--- src/rtl/axis_uart_deframer_pkg.sv ---
// Shared types and helpers for the UART byte-stream deframer.
//   deframer_state_e : deframer FSM state encoding
//   DEFAULT_SOF      : default start-of-frame marker
//   char_time()      : clock cycles per 10-bit UART character
package uart_frame_pkg;

   typedef enum logic [2:0] {
      HUNT    = 3'd0,
      LEN     = 3'd1,
      PAYLOAD = 3'd2,
      CHK     = 3'd3,
      ABORT   = 3'd4
   } deframer_state_e;

   localparam logic [7:0] DEFAULT_SOF = 8'hA5;

   function automatic int unsigned char_time(input int unsigned clock_hz,
                                             input int unsigned baud);
      return (clock_hz / baud) * 10;
   endfunction

endpackage

--- src/rtl/axis_uart_deframer_if.sv ---
// Minimal AXI-Stream bundle (data, valid, ready).
//   s_axis : consumer side (tdata/tvalid in, tready out)
//   m_axis : producer side (tdata/tvalid out, tready in)
interface axis_if #(
   parameter int W = 8
);
   logic [W-1:0] tdata;
   logic         tvalid;
   logic         tready;

   modport s_axis (input tdata, input tvalid, output tready);
   modport m_axis (output tdata, output tvalid, input tready);
endinterface

--- src/rtl/axis_uart_deframer_gap_timer.sv ---
// Inter-byte gap timer: down-counter with terminal-count flag.
//   aclk, aresetn : clock, async active-low reset
//   run           : count while high, otherwise held at zero
//   load          : reload to LIMIT (takes priority over run)
//   expired       : counter at terminal count (zero)
module uart_gap_timer #(
   parameter int unsigned LIMIT = 400
) (
   input  logic aclk,
   input  logic aresetn,
   input  logic run,
   input  logic load,
   output logic expired
);

   localparam int W = $clog2(LIMIT + 1);
   localparam logic [W-1:0] LIMIT_V = W'(LIMIT);

   logic [W-1:0] cnt_q, cnt_d;

   always_comb begin
      cnt_d = cnt_q;
      if (load) begin
         cnt_d = LIMIT_V;
      end else if (!run) begin
         cnt_d = '0;
      end else if (cnt_q != '0) begin
         cnt_d = cnt_q - 1'b1;
      end
   end

   always_ff @(posedge aclk or negedge aresetn) begin
      if (!aresetn) begin
         cnt_q <= '0;
      end else begin
         cnt_q <= cnt_d;
      end
   end

   assign expired = (cnt_q == '0);

endmodule

--- src/rtl/axis_uart_deframer.sv ---
// Extracts SOF/LEN/payload/CHK frames from a UART byte stream and forwards
// the payload downstream with tlast on the final byte and tuser marking a
// bad frame (checksum error or inter-byte timeout).
//   aclk, aresetn        : clock, async active-low reset
//   s_axis               : incoming byte stream
//   m_tdata/m_tvalid/... : payload stream out (m_tuser valid with m_tlast)
//   frame_ok, frame_err  : one-cycle completion pulses
//
// state   | meaning
// HUNT    | discard bytes until SOF
// LEN     | expect length byte
// PAYLOAD | collecting payload bytes
// CHK     | expect checksum byte; releases the held final byte
// ABORT   | gap timeout; flush held byte as bad tail, then HUNT
module axis_uart_deframer
   import uart_frame_pkg::*;
#(
   parameter int unsigned CLOCK         = 100_000_000,
   parameter int unsigned BAUD_RATE     = 115_200,
   parameter logic [7:0]  SOF_BYTE      = DEFAULT_SOF,
   parameter int unsigned MAX_LEN       = 64,
   parameter int unsigned TIMEOUT_CHARS = 4
) (
   input  logic       aclk,
   input  logic       aresetn,
   axis_if.s_axis     s_axis,
   output logic [7:0] m_tdata,
   output logic       m_tvalid,
   input  logic       m_tready,
   output logic       m_tlast,
   output logic       m_tuser,
   output logic       frame_ok,
   output logic       frame_err
);

   localparam int unsigned TO_LIMIT  = TIMEOUT_CHARS * char_time(CLOCK, BAUD_RATE);
   localparam logic [7:0]  MAX_LEN_B = 8'(MAX_LEN);

   deframer_state_e state_q, state_d;
   logic [7:0] hold_data_q, hold_data_d;
   logic       hold_full_q, hold_full_d;
   logic [7:0] xor_q, xor_d;
   logic [7:0] remain_q, remain_d;
   logic [7:0] out_data_q, out_data_d;
   logic       out_valid_q, out_valid_d;
   logic       out_last_q, out_last_d;
   logic       out_user_q, out_user_d;
   logic       ok_q, ok_d;
   logic       err_q, err_d;

   logic s_tready;
   logic s_acc;
   logic out_free;
   logic timer_run;
   logic timer_expired;
   logic [7:0] s_byte;

   assign s_byte   = s_axis.tdata;
   assign out_free = !out_valid_q || m_tready;

   // Payload-side states only take a byte when the output register can absorb
   // the hold byte that the new byte displaces.
   assign s_tready = (state_q == HUNT) || (state_q == LEN) ||
                     (((state_q == PAYLOAD) || (state_q == CHK)) && out_free);
   assign s_axis.tready = s_tready;
   assign s_acc         = s_axis.tvalid && s_tready;

   assign timer_run = (state_q == LEN) || (state_q == PAYLOAD) || (state_q == CHK);

   uart_gap_timer #(
      .LIMIT (TO_LIMIT)
   ) u_gap_timer (
      .aclk    (aclk),
      .aresetn (aresetn),
      .run     (timer_run),
      .load    (s_acc),
      .expired (timer_expired)
   );

   always_comb begin
      state_d     = state_q;
      hold_data_d = hold_data_q;
      hold_full_d = hold_full_q;
      xor_d       = xor_q;
      remain_d    = remain_q;
      out_data_d  = out_data_q;
      out_valid_d = out_valid_q && !m_tready;
      out_last_d  = out_last_q;
      out_user_d  = out_user_q;
      ok_d        = 1'b0;
      err_d       = 1'b0;

      case (state_q)
         HUNT: begin
            if (s_acc && (s_byte == SOF_BYTE)) begin
               state_d = LEN;
            end
         end
         LEN: begin
            if (s_acc) begin
               if ((s_byte == 8'd0) || (s_byte > MAX_LEN_B)) begin
                  err_d   = 1'b1;
                  state_d = HUNT;
               end else begin
                  xor_d    = s_byte;
                  remain_d = s_byte;
                  state_d  = PAYLOAD;
               end
            end else if (timer_expired) begin
               err_d   = 1'b1;
               state_d = HUNT;
            end
         end
         PAYLOAD: begin
            if (s_acc) begin
               xor_d    = xor_q ^ s_byte;
               remain_d = remain_q - 8'd1;
               if (hold_full_q) begin
                  out_valid_d = 1'b1;
                  out_data_d  = hold_data_q;
                  out_last_d  = 1'b0;
                  out_user_d  = 1'b0;
               end
               hold_data_d = s_byte;
               hold_full_d = 1'b1;
               if (remain_q == 8'd1) begin
                  state_d = CHK;
               end
            end else if (timer_expired) begin
               state_d = ABORT;
            end
         end
         CHK: begin
            if (s_acc) begin
               out_valid_d = 1'b1;
               out_data_d  = hold_data_q;
               out_last_d  = 1'b1;
               out_user_d  = (s_byte != xor_q);
               hold_full_d = 1'b0;
               ok_d        = (s_byte == xor_q);
               err_d       = (s_byte != xor_q);
               state_d     = HUNT;
            end else if (timer_expired) begin
               state_d = ABORT;
            end
         end
         ABORT: begin
            if (!hold_full_q) begin
               err_d   = 1'b1;
               state_d = HUNT;
            end else if (out_free) begin
               out_valid_d = 1'b1;
               out_data_d  = hold_data_q;
               out_last_d  = 1'b1;
               out_user_d  = 1'b1;
               hold_full_d = 1'b0;
               err_d       = 1'b1;
               state_d     = HUNT;
            end
         end
         default: begin
            state_d = HUNT;
         end
      endcase
   end

   always_ff @(posedge aclk or negedge aresetn) begin
      if (!aresetn) begin
         state_q     <= HUNT;
         hold_data_q <= 8'd0;
         hold_full_q <= 1'b0;
         xor_q       <= 8'd0;
         remain_q    <= 8'd0;
         out_data_q  <= 8'd0;
         out_valid_q <= 1'b0;
         out_last_q  <= 1'b0;
         out_user_q  <= 1'b0;
         ok_q        <= 1'b0;
         err_q       <= 1'b0;
      end else begin
         state_q     <= state_d;
         hold_data_q <= hold_data_d;
         hold_full_q <= hold_full_d;
         xor_q       <= xor_d;
         remain_q    <= remain_d;
         out_data_q  <= out_data_d;
         out_valid_q <= out_valid_d;
         out_last_q  <= out_last_d;
         out_user_q  <= out_user_d;
         ok_q        <= ok_d;
         err_q       <= err_d;
      end
   end

   assign m_tdata   = out_data_q;
   assign m_tvalid  = out_valid_q;
   assign m_tlast   = out_last_q;
   assign m_tuser   = out_user_q;
   assign frame_ok  = ok_q;
   assign frame_err = err_q;

endmodule

--- src/flat_wrapper.sv ---
// flat-port wrapper written by rule: the top's interface ports become plain ports
module axis_uart_deframer_flat import uart_frame_pkg::*;
#(
   parameter int unsigned CLOCK         = 100_000_000,
   parameter int unsigned BAUD_RATE     = 115_200,
   parameter logic [7:0]  SOF_BYTE      = DEFAULT_SOF,
   parameter int unsigned MAX_LEN       = 64,
   parameter int unsigned TIMEOUT_CHARS = 4
)
  (aclk, aresetn, m_tdata, m_tvalid, m_tready, m_tlast, m_tuser, frame_ok, frame_err, s_axis_tdata, s_axis_tvalid, s_axis_tready);
  axis_if s_axis_i ();
  input  logic aclk;
  input  logic aresetn;
  output logic [7:0] m_tdata;
  output logic m_tvalid;
  input  logic m_tready;
  output logic m_tlast;
  output logic m_tuser;
  output logic frame_ok;
  output logic frame_err;
  input wire logic [$bits(s_axis_i.tdata)-1:0] s_axis_tdata;
  input wire logic [$bits(s_axis_i.tvalid)-1:0] s_axis_tvalid;
  output wire logic [$bits(s_axis_i.tready)-1:0] s_axis_tready;
  assign s_axis_i.tdata = s_axis_tdata;
  assign s_axis_i.tvalid = s_axis_tvalid;
  assign s_axis_tready = s_axis_i.tready;
  axis_uart_deframer #(.CLOCK(CLOCK), .BAUD_RATE(BAUD_RATE), .SOF_BYTE(SOF_BYTE), .MAX_LEN(MAX_LEN), .TIMEOUT_CHARS(TIMEOUT_CHARS)) u_core (.aclk(aclk), .aresetn(aresetn), .s_axis(s_axis_i), .m_tdata(m_tdata), .m_tvalid(m_tvalid), .m_tready(m_tready), .m_tlast(m_tlast), .m_tuser(m_tuser), .frame_ok(frame_ok), .frame_err(frame_err));
endmodule
--- config.mk ---
export PLATFORM = sky130hd
export DESIGN_NAME = axis_uart_deframer_flat
export DESIGN_NICKNAME = d
export VERILOG_FILES = /design/src/rtl/axis_uart_deframer_pkg.sv /design/src/rtl/axis_uart_deframer_if.sv /design/src/rtl/axis_uart_deframer_gap_timer.sv /design/src/rtl/axis_uart_deframer.sv /design/src/flat_wrapper.sv
export SDC_FILE = /design/constraint.sdc
export NUM_CORES = 1
export LEC_CHECK = 0
export BUFFER_PORTS_ARGS = -buffer_cell sky130_fd_sc_hd__buf_2
export CAP_MARGIN = 10
export CELL_PAD_IN_SITES_DETAIL_PLACEMENT = 0
export CELL_PAD_IN_SITES_GLOBAL_PLACEMENT = 2
export CORE_MARGIN = 2
export CORE_UTILIZATION = 39
export DETAILED_ROUTE_END_ITERATION = 7
export PLACE_DENSITY = 0.83
export SLEW_MARGIN = 20
export SYNTH_ARGS = -nofsm -noshare
export SYNTH_HDL_FRONTEND = slang
export SYNTH_SLANG_ARGS = --single-unit
--- constraint.sdc ---
create_clock -name aclk -period 2.25 [get_ports aclk]
set_clock_uncertainty 0.15 [all_clocks]
set_input_delay 0.45 -clock aclk [delete_from_list [all_inputs] [get_ports aclk]]
set_output_delay 0.45 -clock aclk [all_outputs]
set_load 0.05 [all_outputs]
==> run metrics, run 1 <==
GPL Wtd Cong 0.7525; CP arrival 1490 ps; pwr/cell area 1375 mW/mm2; commonest cells after routing, fill and taps aside dfrtp_1, nor2_1, buf_2, a21oi_1, buf_4; CP max stage delay 380 ps; predominant post-synthesis flop cell dfrtp_1; Final Hold Vio Count 0; commonest non-fill, non-tap cell in the layout dfrtp_1; Peak VDD IR between 0.6 and 0.7 mV; pre-CTS WS 155.8 ps; clock network fraction of total power 23.0%; Slew @ Worst Pin 625.6 ps; largest net degree at the start of global routing 58; Max clock buf depth 2; Async S/R FF share, synth 100.0%; Required @ worst endpoint 1650 ps; Synth Warn # 0; DRT Wirelength a little over 7 mm; sw power 2003 uW; number of synthesized flops with an enable pin 0; dpl hpwl 5.038 mm; Fin Setup TNS 0 ps; Die ar. 0.008662 mm2; Congestion Overflow GR 0; status finished clean; antenna violations before repair 0; Slew headroom 58.29%; FP Rows 32; Post-Syn Area around 0.0031 mm2; Post-DRT Antenna Nets 0; min Tclk post-route 2094 ps; P_leak 0.001619 uW; CTS H-tree lvls 3; Die X around 93 um; CP Launch Type flip-flop; CTS tree built; syn nets 313; vias in the first global route 2,423; initial DRC count between 100 and 150; post-synthesis register bit count 57; max cap viols 0; IO Pins 26; Syn Area/Cell 10.38 um2; switching share of power 39.34%; Num CTS Buffers 9; Worst Setup Path Type reg -> out; number of diodes 0; core area approximately 0.0077 mm2; GRT Util Overall 18.18%; Root Buffer clkbuf_8; Die Height approximately 93 um; fin nets 358; CP delay by family, top buffers and inverters; final core occ 48.18%; RSZ-0062 raised after global routing no; wire per inst between 15 and 20 um; Layout area overhead 19.69%; share of post-route cells with drive strength above 1 27.30%; vias 2,440; final setup margin 155.9 ps; WP buf/inv 2; Post CTS Setup Buffer Count 0; Int Pwr 3088 uW; distinct cell type count of the synthesized netlist 56; Critical Path Sink Type primary output; post-synthesis sequential area ratio 46.10%; Total Power 5091 uW; Clk Latency, worst-skew pair 330 ps; port bufs 25; post-synthesis cell count around 300; Initial Util 40.25%; Worst R2R Setup Slack around 210 ps; Worst Hold Class in -> reg; Final setup viols 0; Final period util 93.07%; slowest CP cell dfrtp_1; DRC Markers 0; Slew Viols, Final 0; clock-pin slew on the worst setup and hold paths 70 ps; Reg power frac 35.1%; Vias/cell 5.422; drt pass-1 iters 4; Crit Path Max Fanout 10; Sink Count 57; Comb pwr share 41.9%; f_max between 400 and 500 MHz; first-pass GRT wire length 12.32 mm; worst path cell trace nor2b_2, buf_4, a21oi_2, buf_2
==> flip-flops by register name, summed over array words and instances, names as in the netlist <==
register	count
u_core.frame_err	1
u_core.frame_ok	1
u_core.hold_data_q	8
u_core.hold_full_q	1
u_core.m_tdata	8
u_core.m_tlast	1
u_core.m_tuser	1
u_core.m_tvalid	1
u_core.remain_q	8
u_core.state_q	3
u_core.u_gap_timer.cnt_q	16
u_core.xor_q	8
==> power groups by stage <==
stage	clock network (uW)	logic, uW	registers [uW]
4_1_cts	1190	2140	1790
5_1_grt	1260	2330	1850
3_3_place_gp	0	2120	1790
3_5_place_dp	0	2130	1800
2_1_floorplan	0	1310	2040
6_report	1170	2130	1790
==> through the flow <==
stage / hold WS, ps / cell area, um2 / cells
4_1_cts: 262.9 / 3701 / 450
3_3_place_gp: 330.5 / 3447 / 433
2_1_floorplan: 4.409 / 3098 / 298
5_1_grt: 268.1 / 3704 / 450
6_report: 274.0 / 3704 / 450
3_5_place_dp: 324.6 / 3447 / 433
==> cell usage after synthesis, drive strengths merged (2+ instances only) <==
library cell	n	area, um2
o211ai	3	22.52
or2	4	25.02
o21ai	21	105.1
and3	2	12.51
mux2	14	183.9
nor2b	4	32.53
xor2	12	105.1
clkbuf	2	7.510
ha	3	37.54
or3	2	12.51
nor3	18	95.09
buf	12	86.33
nor2	26	100.1
a311oi	7	105.1
nand4	4	25.02
nor4b	2	38.78
dfrtp	57	1426
o22ai	4	25.02
a22oi	2	15.01
nand2	12	45.04
a21oi	24	120.1
nor3b	3	22.52
a21o	3	22.52
o2bb2ai	6	52.55
nor4	9	77.57
mux2i	2	20.02
nand3	7	35.03
inv	8	30.03
nand2b	5	38.78
xnor2	6	52.55
==> kinds of logic after synthesis <==
logic type                 Yosys count  synth area share, %
and+or+nand+nor                    103                19.49
AOI/OAI and AO/OA                   79                17.51
DFF                                 57                46.10
buffers and inverters               22                4.003
xor gates and xnor gates            18                5.095
muxes                               16                6.591
adders and majority gates            3                1.213
==> area by class of cell <==
| class | count | area, um2 |
|---|---|---|
| Clock inverter | 5 | 102.6 |
| Tap cell | 102 | 127.6 |
| Clock buffer | 11 | 141.4 |
| Sequential cell | 57 | 1426 |
| Fill cell | 771 | 3984 |
| Inverter | 8 | 30.03 |
| Multi-Input combinational cell | 219 | 1550 |
| Timing Repair Buffer | 48 | 325.3 |
==> per-layer routing <==
metal  GRT usage, %  routed length [um]  up-vias
li1               -                   -     1181
met1          25.75                3435     1195
met2          27.72                3352       56
met3          5.238                 285        8
met4          4.044                  72        0
met5              0                   0        -
==> worst paths after layout <==
check / cells after the start / from / end
worst max register to register: 6 / u_core.state_q[0]$_DFFE_PN0P_ / u_core.m_tdata[2]$_DFFE_PN0P_
max in group asynchronous: 3 / aresetn / u_core.state_q[0]$_DFFE_PN0P_
min in group asynchronous: 3 / aresetn / u_core.u_gap_timer.cnt_q[15]$_DFFE_PN0P_
worst min register to register: 1 / u_core.remain_q[3]$_DFFE_PN0P_ / u_core.remain_q[3]$_DFFE_PN0P_
worst max-delay path: 4 / u_core.m_tvalid$_DFF_PN0_ / s_axis_tready
worst min-delay path: 2 / s_axis_tdata[3] / u_core.xor_q[3]$_DFFE_PN0P_
==> repair_timing <==
item                                    in CTS  in global routing
endpoints found under the hold margin       57                  0
hold buffers                                 1                  0
resized for setup                            0                  1
endpoints found under the setup margin       0                  1
No activity file was read; power rests on OpenSTA's default activity.
==> inputs of run 2 (changes only) <==
==> constraint.sdc (replaced) <==
create_clock -name aclk -period 2.25 [get_ports aclk]
set_clock_uncertainty 0.15 [all_clocks]
set_input_delay 0.1125 -clock aclk [delete_from_list [all_inputs] [get_ports aclk]]
set_output_delay 0.1125 -clock aclk [all_outputs]
set_load 0.05 [all_outputs]
==> run metrics, run 2 (synthesized netlist as in run 1, its figures left out) <==
Root Buffer clkbuf_8; antenna violations before repair 0; Crit Path Max Fanout 14; first-pass GRT wire length ~12 mm; Slew Viols, Final 0; P_leak 0.001612 uW; Setup crit end u_core.remain_q[1]$_DFFE_PN0P_; reg2reg path depth 5; port bufs 25; f_max 473.5 MHz; Max clock buf depth 2; DRT Wirelength 6.944 mm; status finished clean; wire per inst 15.43 um; CTS H-tree lvls 3; Required @ worst endpoint 2360 ps; commonest cells after routing, fill and taps aside dfrtp_1, nor2_1, buf_2, a21oi_1, nor3_1; Vias/cell 5.411; commonest non-fill, non-tap cell in the layout dfrtp_1; min Tclk post-route 2112 ps; Num CTS Buffers 9; clock network fraction of total power a little over a fifth; Largest Register u_core.u_gap_timer.cnt_q; reg2reg start u_core.state_q[2]$_DFFE_PN0P_; FP Rows 32; Peak VDD IR 0.6415 mV; sw power 1978 uW; Initial Util 40.25%; vias 2,435; CP delay by family, top buffers and inverters; GPL Wtd Cong 0.7936; Total Power 4930 uW; Critical Path Sink Type flip-flop; Worst Setup Path Type in -> reg; Clk Latency, worst-skew pair ~340 ps; slowest CP cell dlygate4sd3_1; share of post-route cells with drive strength above 1 25.00%; CP arrival 2220 ps; final instance area ~0.0037 mm2; RSZ-0062 raised after global routing no; CP Launch Type input pin; Slew @ Worst Pin 643.3 ps; pwr/cell area 1329 mW/mm2; Comb pwr share 42.9%; core area ~0.0077 mm2; Sink Count 57; Layout area overhead 19.85%; CTS tree built; Int Pwr 2952 uW; placed cell area 0.003403 mm2; CP max stage delay ~530 ps; crit path from s_axis_tdata[1]; Die ar. approximately 0.0087 mm2; number of diodes 0; worst path cell trace dlygate4sd3_1, buf_2, nor3_2, a21oi_1, o21a_1, buf_12, nor2_2, mux2i_1; switching share of power between 40% and 50%; WP buf/inv 3; Slew headroom 57.12%; Final period util roughly 94%; initial DRC count 90; Congestion Overflow GR 0; Post-DRT Antenna Nets 0; Final setup viols 0; area of the multi-input gates around 0.0015 mm2; Worst R2R End u_core.m_tdata[5]$_DFFE_PN0P_; max reg flops 16; max cap viols 0; Fin Setup TNS 0 ps; largest net degree at the start of global routing 36; Die Height 93.07 um; Die X slightly above 90 um; DRC Markers 0; fin nets 358; Worst R2R Setup Slack 200 ps; Final Hold Vio Count 0; fill count between 700 and 800; Reg power frac 35.4%; Worst path depth 8; IO Pins 26; drt pass-1 iters 4; Worst Hold Class in -> reg; GRT Util Overall roughly 17%; Reg area 0.001426 mm2; dpl hpwl 4.902 mm; vias in the first global route about 2,300; clock-pin slew on the worst setup and hold paths 70 ps
==> run 2: worst register-to-register path: stages, from the launching register on <==
cell and delay, ps:
dfrtp_1 480, nand2b_1 140, nor2_1 70, a21oi_1 260
or2_1 490, mux2_4 350
==> run 2: worst min path at each step <==
stage / start / end / slack, ps / depth (start not counted)
floorplan: aresetn / u_core.frame_err$_DFF_PN0_ / -330 / 0
global route: s_axis_tvalid / u_core.m_tvalid$_DFF_PN0_ / 70 / 4
detailed placement: aresetn / u_core.u_gap_timer.cnt_q[9]$_DFFE_PN0P_ / 7 / 1
CTS: s_axis_tvalid / u_core.m_tvalid$_DFF_PN0_ / 40 / 4
global placement: aresetn / u_core.u_gap_timer.cnt_q[15]$_DFFE_PN0P_ / 8 / 1
finish: s_axis_tvalid / u_core.m_tvalid$_DFF_PN0_ / 50 / 4
==> run 2: repair_timing <==
item | in CTS | in global routing
resized for setup | 0 | 1
hold endpoints to repair | 34 | 0
endpoints found under the setup margin | 0 | 1
setup buffers | 0 | 0
hold buffers | 8 | 0
==> run 2: layout make-up <==
| class | count | area share [%] |
|---|---|---|
| Multi-Input combinational cell | 219 | 41.77 |
| Clock buffer | 11 | 3.812 |
| Sequential cell | 57 | 38.46 |
| Clock inverter | 5 | 2.126 |
| Timing Repair Buffer | 48 | 9.582 |
| Inverter | 8 | 0.8097 |
| Tap cell | 102 | 3.441 |
==> run 2: per-layer routing <==
metal  up-vias  share of wire (%)  track usage (%)
met1      1202                 51            24.97
met5         -                  0                0
met2        37                 45            25.72
li1       1192                  -                -
met3         4                2.8            3.546
met4         0               0.91            6.618
==> run 2: power by group through the flow <==
stage | Combinational [uW] | Clock [uW] | Sequential, uW
floorplan | 1300 | 0 | 2040
global placement | 2110 | 0 | 1740
detailed placement | 2110 | 0 | 1750
CTS | 2130 | 1100 | 1740
global route | 2310 | 1160 | 1800
finish | 2110 | 1070 | 1740
==> run 2: stage by stage <==
step | utilization, % | setup slack [ps] | hold WS (ps) | cells
4_1_cts | 48.18 | 115.5 | 44.35 | 450
5_1_grt | 48.24 | 5.609 | 70.42 | 450
3_5_place_dp | 44.27 | 188.5 | 7.040 | 426
3_3_place_gp | 44.27 | 242.8 | 8.051 | 426
2_1_floorplan | - | 161.5 | -333.1 | 298
6_report | 48.24 | 138.2 | 54.76 | 450
